--- config.mk ---
export PLATFORM = sky130hd
export DESIGN_NAME = trace_stream_scheduler_flat
export DESIGN_NICKNAME = d
export VERILOG_FILES = /design/src/rtl/trace_stream_scheduler_if.sv /design/src/rtl/trace_stream_scheduler.sv /design/src/flat_wrapper.sv
export SDC_FILE = /design/constraint.sdc
export NUM_CORES = 2
export LEC_CHECK = 0
export CORE_AREA = 2 2 250 252
export DETAILED_ROUTE_END_ITERATION = 16
export DIE_AREA = 0 0 252 254
export HOLD_SLACK_MARGIN = 0.1
export PLACE_DENSITY = 0.74
export SYNTH_ARGS = -nofsm -noshare
export SYNTH_HDL_FRONTEND = slang
export SYNTH_SLANG_ARGS = --single-unit
--- constraint.sdc ---
create_clock -name clk -period 44.1 [get_ports clk]
set_input_delay 4.41 -clock clk [delete_from_list [all_inputs] [get_ports clk]]
set_output_delay 4.41 -clock clk [all_outputs]
set_load 0.01 [all_outputs]
--- src/rtl/trace_stream_scheduler_if.sv ---
`timescale 1ns/1ps
`default_nettype none
// ============================================================================
// Module      : trace_stream_scheduler_if
// Description : Bundles every non-clock/reset signal of the trace stream
//               scheduler. This covers run control, the trace ROM bus,
//               the predictor handshake and the statistics.
//               master : the scheduler (drives ROM reads, predictor, stats)
//               slave  : the environment (ROMs, predictor, run control)
//   Run control : start, ch_mask, last_addr, quantum, switch_req
//                 cur_ch, busy, done
//   ROM bus     : mem_en, mem_addr -> ; <- mem_pc, mem_br
//   Predictor   : pred_valid, pred_pc, actual_branch -> ; <- pred_ready,
//                 res_valid, res_taken
//   Statistics  : total_cnt, correct_cnt, total_all, correct_all
// Revision    : 1.0 - initial release
// ============================================================================
interface trace_stream_scheduler_if #(
    parameter int NUM_CH = 4,
    parameter int ADDR_W = 16,
    parameter int PC_W   = 32,
    parameter int Q_W    = 16,
    parameter int STAT_W = 32,
    parameter int CH_W   = $clog2(NUM_CH)
);
    logic                       start;
    logic [NUM_CH-1:0]          ch_mask;
    logic [NUM_CH*ADDR_W-1:0]   last_addr;
    logic [Q_W-1:0]             quantum;
    logic                       switch_req;
    logic [NUM_CH-1:0]          mem_en;
    logic [NUM_CH*ADDR_W-1:0]   mem_addr;
    logic [NUM_CH*PC_W-1:0]     mem_pc;
    logic [NUM_CH-1:0]          mem_br;
    logic                       pred_valid;
    logic                       pred_ready;
    logic [PC_W-1:0]            pred_pc;
    logic                       actual_branch;
    logic                       res_valid;
    logic                       res_taken;
    logic [CH_W-1:0]            cur_ch;
    logic                       busy;
    logic                       done;
    logic [NUM_CH*STAT_W-1:0]   total_cnt;
    logic [NUM_CH*STAT_W-1:0]   correct_cnt;
    logic [STAT_W-1:0]          total_all;
    logic [STAT_W-1:0]          correct_all;

    modport master (
        input  start, ch_mask, last_addr, quantum, switch_req,
        input  mem_pc, mem_br, pred_ready, res_valid, res_taken,
        output mem_en, mem_addr, pred_valid, pred_pc, actual_branch,
        output cur_ch, busy, done, total_cnt, correct_cnt, total_all, correct_all
    );

    modport slave (
        output start, ch_mask, last_addr, quantum, switch_req,
        output mem_pc, mem_br, pred_ready, res_valid, res_taken,
        input  mem_en, mem_addr, pred_valid, pred_pc, actual_branch,
        input  cur_ch, busy, done, total_cnt, correct_cnt, total_all, correct_all
    );
endinterface
`default_nettype wire

--- src/rtl/trace_stream_scheduler.sv ---
`timescale 1ns/1ps
`default_nettype none
// ============================================================================
// Module      : trace_stream_scheduler
// Description : Reads per-channel branch traces (PC + outcome) from 1-cycle
//               latency ROMs and time-multiplexes them round-robin into one
//               branch predictor. Each channel gets a programmable quantum
//               of branches per turn. An external switch request can force
//               a turn to end early. Per-channel and aggregate total/correct
//               counters saturate at all-ones.
// Ports       : clk, reset (async, active-high)
//               bus (master modport of trace_stream_scheduler_if)
// Revision    : 1.0 - initial release
// ============================================================================
module trace_stream_scheduler #(
    parameter int NUM_CH = 4,
    parameter int ADDR_W = 16,
    parameter int PC_W   = 32,
    parameter int Q_W    = 16,
    parameter int STAT_W = 32,
    parameter int CH_W   = $clog2(NUM_CH)
) (
    input  logic                      clk,
    input  logic                      reset,
    trace_stream_scheduler_if.master  bus
);

    typedef enum logic [2:0] {
        S_IDLE    = 3'd0,
        S_READ    = 3'd1,
        S_CAPTURE = 3'd2,
        S_ISSUE   = 3'd3,
        S_WAIT    = 3'd4,
        S_DONE    = 3'd5
    } state_t;

    localparam logic [Q_W-1:0]    c_q_one      = Q_W'(1);
    localparam logic [Q_W:0]      c_q_one_wide = (Q_W+1)'(1);
    localparam logic [NUM_CH-1:0] c_ch_one     = NUM_CH'(1);
    localparam logic [ADDR_W-1:0] c_addr_one   = ADDR_W'(1);
    localparam logic [STAT_W-1:0] c_stat_one   = STAT_W'(1);

    state_t                         r_state;
    state_t                         w_state_nxt;

    logic [NUM_CH-1:0]              r_active;
    logic [NUM_CH-1:0][ADDR_W-1:0]  r_last;
    logic [NUM_CH-1:0][ADDR_W-1:0]  r_addr;
    logic [Q_W-1:0]                 r_quantum;
    logic [Q_W-1:0]                 r_qcnt;
    logic [CH_W-1:0]                r_cur;
    logic                           r_pend;
    logic [PC_W-1:0]                r_pred_pc;
    logic                           r_actual;
    logic [NUM_CH-1:0][STAT_W-1:0]  r_total;
    logic [NUM_CH-1:0][STAT_W-1:0]  r_correct;
    logic [STAT_W-1:0]              r_total_all;
    logic [STAT_W-1:0]              r_correct_all;

    logic [NUM_CH-1:0][PC_W-1:0]    w_mem_pc;
    logic                           w_start_ok;
    logic                           w_busy;
    logic                           w_retire;
    logic                           w_hit;
    logic [NUM_CH-1:0]              w_cur_onehot;
    logic                           w_last_hit;
    logic                           w_q_expired;
    logic                           w_switch;
    logic [NUM_CH-1:0]              w_active_nxt;
    logic [CH_W-1:0]                w_first_ch;
    logic [CH_W-1:0]                w_next_ch;
    logic [CH_W-1:0]                w_idx;
    logic                           w_found;

    function automatic logic [STAT_W-1:0] sat_inc(input logic [STAT_W-1:0] v);
        return (&v) ? v : v + c_stat_one;
    endfunction

    assign w_mem_pc     = bus.mem_pc;
    assign w_start_ok   = ((r_state == S_IDLE) || (r_state == S_DONE)) && bus.start;
    assign w_busy       = (r_state == S_READ) || (r_state == S_CAPTURE) ||
                          (r_state == S_ISSUE) || (r_state == S_WAIT);
    // res_valid only counts once the branch has been accepted; a result
    // strobe while still presenting is a protocol error and is dropped.
    assign w_retire     = (r_state == S_WAIT) && bus.res_valid;
    assign w_hit        = (bus.res_taken == r_actual);
    assign w_cur_onehot = c_ch_one << r_cur;
    assign w_last_hit   = (r_addr[r_cur] == r_last[r_cur]);
    // r_quantum already holds max(quantum,1); compare q_cnt+1 without overflow.
    assign w_q_expired  = (({1'b0, r_qcnt} + c_q_one_wide) >= {1'b0, r_quantum});
    // A switch request arriving in the retire cycle itself also takes effect.
    assign w_switch     = w_last_hit || w_q_expired || r_pend || bus.switch_req;
    assign w_active_nxt = w_last_hit ? (r_active & ~w_cur_onehot) : r_active;

    // Lowest participating channel of the mask presented with start.
    always_comb begin
        w_first_ch = '0;
        for (int i = NUM_CH - 1; i >= 0; i--) begin
            if (bus.ch_mask[i]) begin
                w_first_ch = CH_W'(i);
            end
        end
    end

    // Next active channel after r_cur with wrap-around; the last candidate
    // examined is r_cur itself, so a lone remaining channel re-selects itself.
    always_comb begin
        w_next_ch = r_cur;
        w_found   = 1'b0;
        w_idx     = '0;
        for (int i = 1; i <= NUM_CH; i++) begin
            w_idx = CH_W'((int'(r_cur) + i) % NUM_CH);
            if (!w_found && w_active_nxt[w_idx]) begin
                w_next_ch = w_idx;
                w_found   = 1'b1;
            end
        end
    end

    always_ff @(posedge clk or posedge reset) begin
        if (reset) begin
            r_state <= S_IDLE;
        end else begin
            r_state <= w_state_nxt;
        end
    end

    always_comb begin
        w_state_nxt = r_state;
        case (r_state)
            S_IDLE, S_DONE: begin
                if (bus.start) begin
                    w_state_nxt = (bus.ch_mask == '0) ? S_DONE : S_READ;
                end
            end
            S_READ:    w_state_nxt = S_CAPTURE;
            S_CAPTURE: w_state_nxt = S_ISSUE;
            S_ISSUE: begin
                if (bus.pred_ready) begin
                    w_state_nxt = S_WAIT;
                end
            end
            S_WAIT: begin
                if (bus.res_valid) begin
                    w_state_nxt = (w_active_nxt == '0) ? S_DONE : S_READ;
                end
            end
            default:   w_state_nxt = S_IDLE;
        endcase
    end

    always_ff @(posedge clk or posedge reset) begin
        if (reset) begin
            r_active      <= '0;
            r_last        <= '0;
            r_addr        <= '0;
            r_quantum     <= '0;
            r_qcnt        <= '0;
            r_cur         <= '0;
            r_pend        <= 1'b0;
            r_pred_pc     <= '0;
            r_actual      <= 1'b0;
            r_total       <= '0;
            r_correct     <= '0;
            r_total_all   <= '0;
            r_correct_all <= '0;
        end else if (w_start_ok) begin
            r_active      <= bus.ch_mask;
            r_last        <= bus.last_addr;
            r_quantum     <= (bus.quantum == '0) ? c_q_one : bus.quantum;
            r_addr        <= '0;
            r_qcnt        <= '0;
            r_cur         <= w_first_ch;
            r_pend        <= 1'b0;
            r_total       <= '0;
            r_correct     <= '0;
            r_total_all   <= '0;
            r_correct_all <= '0;
        end else begin
            if (w_busy && bus.switch_req) begin
                r_pend <= 1'b1;
            end
            if (r_state == S_CAPTURE) begin
                r_pred_pc <= w_mem_pc[r_cur];
                r_actual  <= bus.mem_br[r_cur];
            end
            if (w_retire) begin
                r_total[r_cur] <= sat_inc(r_total[r_cur]);
                r_total_all    <= sat_inc(r_total_all);
                if (w_hit) begin
                    r_correct[r_cur] <= sat_inc(r_correct[r_cur]);
                    r_correct_all    <= sat_inc(r_correct_all);
                end
                // The final address is never stepped past; the channel
                // simply drops out of the rotation instead.
                if (w_last_hit) begin
                    r_active <= w_active_nxt;
                end else begin
                    r_addr[r_cur] <= r_addr[r_cur] + c_addr_one;
                end
                if (w_switch) begin
                    r_qcnt <= '0;
                    r_cur  <= w_next_ch;
                    r_pend <= 1'b0;
                end else begin
                    r_qcnt <= r_qcnt + c_q_one;
                end
            end
        end
    end

    assign bus.mem_en        = (r_state == S_READ) ? w_cur_onehot : '0;
    assign bus.mem_addr      = r_addr;
    assign bus.pred_valid    = (r_state == S_ISSUE);
    assign bus.pred_pc       = r_pred_pc;
    assign bus.actual_branch = r_actual;
    assign bus.cur_ch        = r_cur;
    assign bus.busy          = w_busy;
    assign bus.done          = (r_state == S_DONE);
    assign bus.total_cnt     = r_total;
    assign bus.correct_cnt   = r_correct;
    assign bus.total_all     = r_total_all;
    assign bus.correct_all   = r_correct_all;

endmodule
`default_nettype wire

--- src/flat_wrapper.sv ---
// flat-port wrapper written by rule: the top's interface ports become plain ports
module trace_stream_scheduler_flat 
#(
    parameter int NUM_CH = 4,
    parameter int ADDR_W = 16,
    parameter int PC_W   = 32,
    parameter int Q_W    = 16,
    parameter int STAT_W = 32,
    parameter int CH_W   = $clog2(NUM_CH)
)
  (clk, reset, bus_start, bus_ch_mask, bus_last_addr, bus_quantum, bus_switch_req, bus_mem_pc, bus_mem_br, bus_pred_ready, bus_res_valid, bus_res_taken, bus_mem_en, bus_mem_addr, bus_pred_valid, bus_pred_pc, bus_actual_branch, bus_cur_ch, bus_busy, bus_done, bus_total_cnt, bus_correct_cnt, bus_total_all, bus_correct_all);
  trace_stream_scheduler_if #(.NUM_CH(NUM_CH), .ADDR_W(ADDR_W), .PC_W(PC_W), .Q_W(Q_W), .STAT_W(STAT_W), .CH_W(CH_W)) bus_i ();
  input  logic clk;
  input  logic reset;
  input wire logic [$bits(bus_i.start)-1:0] bus_start;
  input wire logic [$bits(bus_i.ch_mask)-1:0] bus_ch_mask;
  input wire logic [$bits(bus_i.last_addr)-1:0] bus_last_addr;
  input wire logic [$bits(bus_i.quantum)-1:0] bus_quantum;
  input wire logic [$bits(bus_i.switch_req)-1:0] bus_switch_req;
  input wire logic [$bits(bus_i.mem_pc)-1:0] bus_mem_pc;
  input wire logic [$bits(bus_i.mem_br)-1:0] bus_mem_br;
  input wire logic [$bits(bus_i.pred_ready)-1:0] bus_pred_ready;
  input wire logic [$bits(bus_i.res_valid)-1:0] bus_res_valid;
  input wire logic [$bits(bus_i.res_taken)-1:0] bus_res_taken;
  output wire logic [$bits(bus_i.mem_en)-1:0] bus_mem_en;
  output wire logic [$bits(bus_i.mem_addr)-1:0] bus_mem_addr;
  output wire logic [$bits(bus_i.pred_valid)-1:0] bus_pred_valid;
  output wire logic [$bits(bus_i.pred_pc)-1:0] bus_pred_pc;
  output wire logic [$bits(bus_i.actual_branch)-1:0] bus_actual_branch;
  output wire logic [$bits(bus_i.cur_ch)-1:0] bus_cur_ch;
  output wire logic [$bits(bus_i.busy)-1:0] bus_busy;
  output wire logic [$bits(bus_i.done)-1:0] bus_done;
  output wire logic [$bits(bus_i.total_cnt)-1:0] bus_total_cnt;
  output wire logic [$bits(bus_i.correct_cnt)-1:0] bus_correct_cnt;
  output wire logic [$bits(bus_i.total_all)-1:0] bus_total_all;
  output wire logic [$bits(bus_i.correct_all)-1:0] bus_correct_all;
  assign bus_i.start = bus_start;
  assign bus_i.ch_mask = bus_ch_mask;
  assign bus_i.last_addr = bus_last_addr;
  assign bus_i.quantum = bus_quantum;
  assign bus_i.switch_req = bus_switch_req;
  assign bus_i.mem_pc = bus_mem_pc;
  assign bus_i.mem_br = bus_mem_br;
  assign bus_i.pred_ready = bus_pred_ready;
  assign bus_i.res_valid = bus_res_valid;
  assign bus_i.res_taken = bus_res_taken;
  assign bus_mem_en = bus_i.mem_en;
  assign bus_mem_addr = bus_i.mem_addr;
  assign bus_pred_valid = bus_i.pred_valid;
  assign bus_pred_pc = bus_i.pred_pc;
  assign bus_actual_branch = bus_i.actual_branch;
  assign bus_cur_ch = bus_i.cur_ch;
  assign bus_busy = bus_i.busy;
  assign bus_done = bus_i.done;
  assign bus_total_cnt = bus_i.total_cnt;
  assign bus_correct_cnt = bus_i.correct_cnt;
  assign bus_total_all = bus_i.total_all;
  assign bus_correct_all = bus_i.correct_all;
  trace_stream_scheduler #(.NUM_CH(NUM_CH), .ADDR_W(ADDR_W), .PC_W(PC_W), .Q_W(Q_W), .STAT_W(STAT_W), .CH_W(CH_W)) u_core (.clk(clk), .reset(reset), .bus(bus_i));
endmodule
==> flow_results.org <==
** Outcome
- Result of the run :: completed

** Finish
- Filler cell count in the final layout :: 5094
- From synthesis to final layout, the design area changed by 34.6%.
- In the final design database the tool counted 3286 nets.
- Final instance area :: 0.0347 mm2
- In the final layout, the share of cells above drive strength 1 is under 10%.
- In the layout the commonest cells are clkdlybuf4s50_1, dfrtp_1, nand2_1.
- Leading cell type in the layout, fill and taps excluded :: clkdlybuf4s50_1

** Synth
- Count of state elements after synthesis :: 523
- Prevailing post-synth register cell :: dfrtp_1
- The cell area that synthesis handed to floorplanning was 0.0258 mm2.
- Synth Warn # :: 0
- Proportion of synthesized flip-flops having asynchronous set or reset :: between 90% and 100%
- Summing the areas of all fa, ha and maj instances in the mapped netlist gives 1.30% of the synthesized area.
- Syn_nets :: roughly 2.7k
- Fraction of the yosys area taken by sequential cells :: 50.7%
- Summing the areas of all and, or, nand and nor instances in the mapped netlist gives 17.1% of the synthesized area.
- Synth Area in Compound Gates :: under 10%
- Synthesis instantiated 61 different standard cells from the library.
- Xor/xnor cell area share of the yosys netlist :: 5.09%
- By area, the combinational part of the netlist is dominated by simple AND/OR/NAND/NOR gates.
- Portion of netlist area occupied by mux cells :: 13.3%
- Number of enable flip-flop cells after synthesis :: 0
- Synthesis handed over a netlist of 2465 instances.
- Avg Inst Size Synth :: approximately 10 um2

** Clock tree
- In this run the post-CTS setup repair buffer count came out at 0.
- The clock tree synthesis step divided the H-tree into 2 levels.
- Buffers inserted to repair hold after CTS numbered 0.
- Clock insertion delay at the later pin of the skew report :: 0.61 ns
- Clock transition time at the flip-flop clock pins of the worst setup and hold paths :: roughly 0.06 ns
- TritonCTS clock tree :: yes
- Buffers inserted during clock tree synthesis total 57.
- Number of instances resized during post-cts repair :: 0
- Number of clock sinks seen by CTS :: 523
- The clock passes through at most 3 buffers.
- Clock tree synthesis selected as its root buffer the cell clkbuf_16.

** Placement
- Post-Place Cell Area :: 0.0328 mm2
- The count of buffers added on input and output ports is 648.
- Total half-perimeter wirelength after legalization and detailed placement :: 65200 um
- OpenSTA, run right after detailed placement, puts the worst setup slack at 35.59 ns.
- Weighted congestion at the end of routability-driven global placement :: 0.883

** Global routing
- Maximum number of pins on one net before global-route repair :: 268
- Overflow left after global routing :: 0
- First-pass GRT wire length :: 138000 um
- The number of antenna violations at the first check in global routing is 3.
- Number of global-route vias before repair :: around 23k
- GRT Total Usage :: between 20 and 30%

** Worst setup path
- Worst setup SP type :: primary input
- Traced cell by cell, the critical path runs through clkdlybuf4s50_1 -> inv_8 -> buf_4 -> buf_4 -> buf_4.
- STA puts the critical path data required time at 44.70 ns.
- Across all register-to-register paths, the minimum setup slack is 38.75 ns.
- Most used cell, CP :: buf_4
- Crit Path Class :: in -> async
- The slowest stage of the critical path belongs to the cell buf_4.
- Worst reg2reg endpoint :: u_core.bus.mem_addr[6]
- The worst register-to-register path has a depth of 10.
- Maximum fanout along the worst path :: roughly 140
- Crit end category :: async pin
- Stage delay of the slowest cell on the critical path :: between 0.8 and 0.9 ns
- The worst register-to-register path begins at u_core.bus.cur_ch[0].
- Data on the critical path arrives at its endpoint at 8.30 ns.

** Routing
- After detailed routing, the number of remaining DRC violations is 0.
- Detail-routed via count per cell :: 5.73
- Routed wirelength normalized by instance count :: 23.9 um
- Number of nets with antenna violations after detailed routing :: 0
- For this run, the detailed router's first-pass iteration total came to 5.
- Routed wire length :: 92700 um
- For this block, the initial DRC count from the detailed router was 1829.
- The routed layout has 22.2k vias.

** Timing
- Sum Neg Setup Slack :: 0 ns
- At the pin with the least slew margin, the transition time is 1.24 ns.
- Setup slack on the critical path of the routed design comes to 36.40 ns.
- Max Slew Vio Count :: 0
- Setup violations remaining at the end of the flow were counted as 0.
- Static timing analysis puts the maximum clock frequency at 130 MHz.
- Worst-case clock skew :: 0.0214 ns
- The routed design could run at a clock period as short as slightly below 8 ns.
- Fin Hold WS :: 0.474 ns
- RSZ-0062 raised after global routing :: no
- Part of the cycle the worst path needs :: 17.5%
- The count of final hold-check violations came to 0.
- Measured against its own limit, the worst slew margin works out to 17.2%.

** Floorplan
- The core region is approximately 0.061 mm2.
- Count of pins on the block boundary :: 649
- In this run the vertical extent of the chip is 254 um.
- In this run the horizontal extent of the chip is between 200 and 300 um.
- After floorplanning, the core was divided into 91 placement rows.
- The die covers approximately 0.064 mm2.
- Initial core utilization :: 42.1%

** Min path
- Sink of the worst hold path :: u_core.r_last[16]
- Type of the most critical hold path :: reg -> reg
- The worst hold path begins at u_core.r_last[16].
- Worst hold path stage count :: 2

** Power and ir drop
- Total leakage power :: 14.4 nW
- Total chip power :: roughly 1.6 mW
- Worst IR drop on VDD :: about 44 uV
- PwrDens :: roughly 46 mW/mm2

** Job
- The tool flagged a number of max-cap violations equal to 0.
## worst max-delay path by stage
stage	from	end	slack, ns
floorplan	reset	u_core.bus.actual_branch	25.08
global placement	reset	u_core.bus.correct_cnt[112]	35.74
detailed placement	reset	u_core.bus.correct_cnt[16]	35.59
CTS	reset	u_core.bus.correct_cnt[49]	36.25
global route	reset	u_core.bus.correct_cnt[49]	35.79
finish	reset	u_core.bus.correct_cnt[111]	36.40
## power breakdown
part | internal (mW) | switching, mW | total, mW
logic | 0.214 | 0.287 | 0.500
registers | 0.541 | 0.0563 | 0.598
clock network | 0.285 | 0.201 | 0.486
total | 1.04 | 0.544 | 1.58
## synth_stat cells (all sizes together), types with 13 or more instances
cell type  count  area share (%)
a21oi         31            0.60
a22o          13            0.44
and3          38            0.92
buf           32            0.94
clkbuf       124             1.8
dfrtp        523              51
ha            26             1.3
inv           38            0.55
mux2          35             1.5
mux4         129              11
nand2        425             6.2
nand2b        18            0.44
nand3        242             4.7
nand4         47             1.1
nor2         117             1.7
o21ai        351             6.8
or3           17            0.41
xnor2         77             2.6
xor2          73             2.5
## critical path, delay by kind of cell
kind,cells,cell delay [ns]
buf+inv,5,3.69
## per-layer routing
layer / vias to the layer above / wire [um] / GRT usage, %
met5: - / 27 / 0
met3: 239 / 8740 / 8.51
met4: 4 / 6640 / 18.5
li1: 9910 / - / -
met1: 11024 / 32700 / 31.9
met2: 1028 / 44600 / 46.4
## registers in the layout (all words and copies together) (netlist names)
register                  flops
u_core.bus.mem_addr          64
u_core.r_quantum             16
u_core.r_last                64
u_core.r_state                3
u_core.bus.correct_cnt      128
u_core.bus.total_all         32
u_core.r_active               4
u_core.r_pend                 1
u_core.bus.correct_all       32
u_core.bus.actual_branch      1
u_core.bus.pred_pc           32
u_core.r_qcnt                16
u_core.bus.cur_ch             2
u_core.bus.total_cnt        128
## per-stage QoR
stage	cells	util, %
floorplan	2465	-
global placement	3768	53.6
detailed placement	3768	53.6
CTS	3871	56.7
global route	3872	56.7
finish	3872	56.7
## logic make-up after synthesis
kind of cell             after synthesis
AO/OA/AOI/OAI                        440
adder cells (fa/ha/maj)               27
buffers and inverters                194
multiplexers                         171
AND/OR/NAND/NOR                      960
flip-flops                           523
XOR/XNOR                             150
## area by class of cell
cell class	instances	area, um2	share of cell area, %
inverter	38	150	0.432
antenna	1	2.50	0.00721
clock buffer	84	1710	4.92
sequential	523	13100	37.7
multi-input combinational	1748	11900	34.3
timing repair buffer	669	6670	19.2
clock inverter	19	195	0.562
tap	790	988	2.85
(Power assumes the default switching activity.)
